## config.mk

```make
export PLATFORM = sky130hd
export DESIGN_NAME = bk_serial_subtractor
export DESIGN_NICKNAME = d
export VERILOG_FILES = /design/src/rtl/bk_serial_subtractor.sv
export SDC_FILE = /design/constraint.sdc
export NUM_CORES = 1
export LEC_CHECK = 0
export CAP_MARGIN = 20
export CORE_MARGIN = 2
export CORE_UTILIZATION = 50
export CTS_BUF_LIST = sky130_fd_sc_hd__clkbuf_16
export CTS_CLUSTER_DIAMETER = 50
export CTS_CLUSTER_SIZE = 8
export DETAILED_ROUTE_END_ITERATION = 12
export PLACE_DENSITY = 0.79
export SLEW_MARGIN = 15
export SYNTH_ARGS = -nofsm -noshare
export SYNTH_HDL_FRONTEND = slang
export SYNTH_SLANG_ARGS = --single-unit
```

## constraint.sdc

```tcl
create_clock -name clk -period 7.9 [get_ports clk]
set_clock_uncertainty 0.15 [all_clocks]
set_input_delay 0.79 -clock clk [delete_from_list [all_inputs] [get_ports clk]]
set_output_delay 0.79 -clock clk [all_outputs]
set_load 0.1 [all_outputs]
```

## src/rtl/bk_serial_subtractor.sv

```systemverilog
// Digit-serial operand recovery for the Brent-Kung adder: opb = (sum - opa) mod 2^WIDTH, range_err when S-A leaves [0, 2^WIDTH-1].
// Optional macro BK_SUB_ADDMODE_EN adds a 'mode' port (1 = subtract, 0 = add); latency is WIDTH/DIGIT+1 edges from accept.
module bk_serial_subtractor #(
  parameter int WIDTH = 12,
  parameter int DIGIT = 2
) (
  input  logic             clk,
  input  logic             rst_n,
  input  logic             in_valid,
  output logic             in_ready,
  input  logic [WIDTH:0]   sum,
  input  logic [WIDTH-1:0] opa,
`ifdef BK_SUB_ADDMODE_EN
  input  logic             mode,
`endif
  output logic             out_valid,
  input  logic             out_ready,
  output logic [WIDTH-1:0] opb,
  output logic             range_err
);

  localparam int NDIG = WIDTH / DIGIT;
  localparam int CW   = (NDIG > 1) ? $clog2(NDIG) : 1;

  generate
    if ((WIDTH % DIGIT) != 0) begin : g_bad_digit
      $error("bk_serial_subtractor: WIDTH must be a multiple of DIGIT");
    end
  endgenerate

  typedef enum logic [1:0] {IDLE, RUN, DONE} state_t;

  state_t           r_state;
  state_t           w_next;
  logic [WIDTH:0]   r_sum;
  logic [WIDTH-1:0] r_opa;
  logic [WIDTH-1:0] r_opb;
  logic             r_borrow;
  logic             r_range_err;
  logic [CW-1:0]    r_idx;
  logic             w_last;
  logic [DIGIT-1:0] w_s_dig;
  logic [DIGIT-1:0] w_a_dig;
  logic [DIGIT-1:0] w_dig;
  logic             w_cy;
  logic             w_err;
  logic [DIGIT:0]   w_sub_res;

  assign w_last  = (r_idx == CW'(NDIG - 1));
  assign w_s_dig = r_sum[r_idx*DIGIT +: DIGIT];
  assign w_a_dig = r_opa[r_idx*DIGIT +: DIGIT];

  // MSB of the (DIGIT+1)-bit difference is set exactly when the digit went negative.
  assign w_sub_res = {1'b0, w_s_dig} - {1'b0, w_a_dig} - {{DIGIT{1'b0}}, r_borrow};

`ifdef BK_SUB_ADDMODE_EN
  logic           r_mode;
  logic [DIGIT:0] w_add_res;
  assign w_add_res   = {1'b0, w_s_dig} + {1'b0, w_a_dig} + {{DIGIT{1'b0}}, r_borrow};
  assign {w_cy, w_dig} = r_mode ? w_sub_res : w_add_res;
  assign w_err       = r_mode ? (r_sum[WIDTH] != w_cy) : (w_cy | r_sum[WIDTH]);
`else
  assign {w_cy, w_dig} = w_sub_res;
  assign w_err       = (r_sum[WIDTH] != w_cy);
`endif

  always_ff @(posedge clk or negedge rst_n) begin
    if (!rst_n) r_state <= IDLE;
    else        r_state <= w_next;
  end

  always_comb begin
    w_next    = r_state;
    in_ready  = 1'b0;
    out_valid = 1'b0;
    case (r_state)
      IDLE: begin
        in_ready = 1'b1;
        if (in_valid) w_next = RUN;
      end
      RUN: begin
        if (w_last) w_next = DONE;
      end
      DONE: begin
        out_valid = 1'b1;
        if (out_ready) w_next = IDLE;
      end
      default: w_next = IDLE;
    endcase
  end

  always_ff @(posedge clk or negedge rst_n) begin
    if (!rst_n) begin
      r_sum       <= '0;
      r_opa       <= '0;
      r_opb       <= '0;
      r_borrow    <= 1'b0;
      r_range_err <= 1'b0;
      r_idx       <= '0;
`ifdef BK_SUB_ADDMODE_EN
      r_mode      <= 1'b1;
`endif
    end else begin
      case (r_state)
        IDLE: begin
          if (in_valid) begin
            r_sum    <= sum;
            r_opa    <= opa;
            r_borrow <= 1'b0;
            r_idx    <= '0;
`ifdef BK_SUB_ADDMODE_EN
            r_mode   <= mode;
`endif
          end
        end
        RUN: begin
          r_opb[r_idx*DIGIT +: DIGIT] <= w_dig;
          r_borrow                    <= w_cy;
          r_idx                       <= r_idx + CW'(1);
          if (w_last) r_range_err <= w_err;
        end
        default: ;
      endcase
    end
  end

  assign opb       = r_opb;
  assign range_err = r_range_err;

endmodule

```

==> flow_metrics.py <==
metrics = {
    "grt": {
        "grt-busiest-layer": "met2",
        "antenna_found_initial": 0,
        "grt_use_total_pct": 18.42,
        "grt_max_degree": 45,
        "overflow": 0,
        "grtUsageMet2_pct": 31.76,
        "grt_pass1_wl_um": 7169,
        "first_global_vias": 1502,
        "grt_use_met1_pct": 23.37,
        "met3_usage_pct": 3.463,
    },
    "placed_design": {
        "placedCellCount": 264,
        "place.port_buffers": 43,
        "place_ws_ps": 4708,
        "gp_congestion": 0.8091,
        "dpl.hpwl_um": 2938,
    },
    "synthesis": {
        "yosysTopAreaCell": "dfrtp_1",
        "synthTopCellsByArea": "dfrtp_1 50%, mux2_2 14%, mux2i_1 7.3%",
        "synthesis.nets": 212,
        "synth_seq_cells": 44,
        "netlist_instances": 175,
        "yosysMostFrequentCell": "dfrtp_1",
        "synth-edff-count": 0,
        "synth_flop_cell": "dfrtp_1",
        "synth_top_area_share_pct": 50.11,
        "ys_types": 38,
        "async_reset_ff_share_pct": 100.0,
        "ys_top_cells_by_count": "44 x dfrtp_1, 27 x mux2_2, 16 x mux2i_1, 11 x inv_1",
        "yosysSeqAreaShare_pct": 50.11,
        "syn_area_sq_mm": 0.002197,
        "avgSynthCellArea_sq_um": 12.55,
        "yosysWarnings": 0,
    },
    "cells_and_area": {
        "final_util_pct": 65.36,
        "nNetsFinal": 256,
        "drive_above_1_share_pct": 19.55,
        "n_fill_cell": 344,
        "multi_input_area_sq_mm": 0.001027,
        "area_growth_pct": 27.73,
        "final-seq-area_sq_mm": 0.001101,
        "instances_no_fill": 272,
        "antenna_cells": 0,
    },
    "floorplan": {
        "num_rows": 24,
        "die_w_um": 70.29,
        "die_h_um": 70.29,
        "dieArea_sq_mm": 0.004941,
        "io_pins": 44,
        "core-area_sq_mm": 0.004294,
        "initial_core_util_pct": 51.17,
    },
    "sta": {
        "fin_crit_ps": 3191,
        "tns_ps": 0,
        "relSlewSlack_pct": 35.11,
        "finalMaxSlewViolations": 0,
        "min_period_over_period_pct": 40.40,
        "fmax_mhz": 313.3,
        "grt_setup_unrepaired": "false",
        "max_slew.worst_pin.slew_ps": 970.3,
        "hold_viol": 0,
        "layout_setup_ws_ps": 4709,
        "final-setup-viol-count": 0,
    },
    "route": {
        "wl_um": 4059,
        "via_per_inst": 5.408,
        "drtIter0Drc": 73,
        "final_antenna_net_count": 0,
        "vias": 1471,
        "drcViolationCount": 0,
        "routedWlPerCell_um": 14.92,
        "drt-pass1-iter-count": 4,
    },
    "clock_network": {
        "clkTransAtPathRegs_ps": 60,
        "clk_latency_ps": 280,
        "cts_sinks": 44,
        "clk_path_buf_depth": 2,
        "cts_hold_buf": 0,
        "cts-resized-gates": 0,
        "cts_setup_buffers": 0,
        "cts_tree": "built",
        "htree_levels": 2,
        "ctsRootBufferMaster": "clkbuf_16",
        "numCtsBuffers": 5,
    },
    "critical_path": {
        "worstSetupStartpointType": "flop",
        "path_max_fanout": 17,
        "critPathCaptureType": "flop",
        "critPathKind": "reg2reg",
        "crit_start": "r_idx[1]",
        "required_ps": 7920,
        "rr_startpoint": "r_idx[1]",
        "arrival_ps": 3210,
    },
    "flow_run": {
        "max-cap-violations": 0,
    },
    "worst_hold_path": {
        "hold_class": "reg2reg",
        "hp-start": "opb[0]",
    },
    "run_status": {
        "status": "finished clean",
    },
}
==> final timing paths <==
path,cells after the start,slack (ps),to
max,7,4710,opb[11]
min,2,360,opb[0]
max reg2reg,7,4710,opb[11]
min reg2reg,2,360,opb[0]
max in group asynchronous,1,6500,r_sum[2]
min in group asynchronous,1,510,r_sum[4]
==> cell usage in the layout (no fill, tap or decap), drive strengths merged <==
cell and instances:
xor2 1, o311ai 1, nand3b 1, and2b 1
o22ai 1, nor4bb 2, nand2 9, mux2 31
nor3 4, fa 2, o21ai 9, o221ai 1
clkdlybuf4s50 42, o32ai 1, nor3b 1, a21o 1
o32a 2, ha 6, or3 1, clkinv 3
or2 1, inv 11, clkbuf 5, dfrtp 44
nand2b 5, xnor2 1, nor4b 2, nand3 2
nor2 5, buf 2, mux2i 16, or2b 1
or4b 3, o31ai 1, and4b 1
==> registers in the layout, summed over array words and instances (netlist names) <==
| signal | count |
|---|---|
| range_err | 1 |
| r_state | 2 |
| r_borrow | 1 |
| r_opa | 12 |
| r_sum | 13 |
| r_idx | 3 |
| opb | 12 |
==> per-stage QoR <==
step | hold WS, ps | cell area, sq um
global route | 364.7 | 2806
CTS | 360.1 | 2806
finish | 356.3 | 2806
floorplan | 326.6 | 2197
global placement | 341.3 | 2668
detailed placement | 337.0 | 2668
==> kinds of logic (layout without fill, tap and decap cells) <==
kind of cell / after synthesis / in the layout / share of synthesized area (%)
compound gates: 17 / 17 / 5.126
xor+xnor: 2 / 2 / 0.7974
fa+ha+maj: 8 / 8 / 5.239
buf+inv: 18 / 63 / 3.360
flops: 44 / 44 / 50.11
mux: 47 / 47 / 23.69
simple gates: 39 / 39 / 11.68
==> critical path, cell delays in order (launching register included) <==
cell and delay [ps]:
dfrtp_1 790, mux2_2 400, o311ai_0 350, fa_1 250
inv_1 60, fa_1 550, and4b_1 260, mux2_4 260
==> cell type report <==
cell class              instances  area share, %
clock buffers                   5          4.458
clock inverters                 3         0.4904
inverters                      11          1.471
multi-input cells             113          36.60
flip-flops and latches         44          39.23
well taps                      52          2.318
repair buffers                 44          15.43
==> layer usage <==
layer	share of wire, %	up-vias
met5	0	-
met4	1.1	0
met3	3.9	6
met2	51	40
met1	44	722
li1	-	703
Power is not shown: default switching activity piles up to over one toggle a cycle in this logic, so the estimate is an artifact.
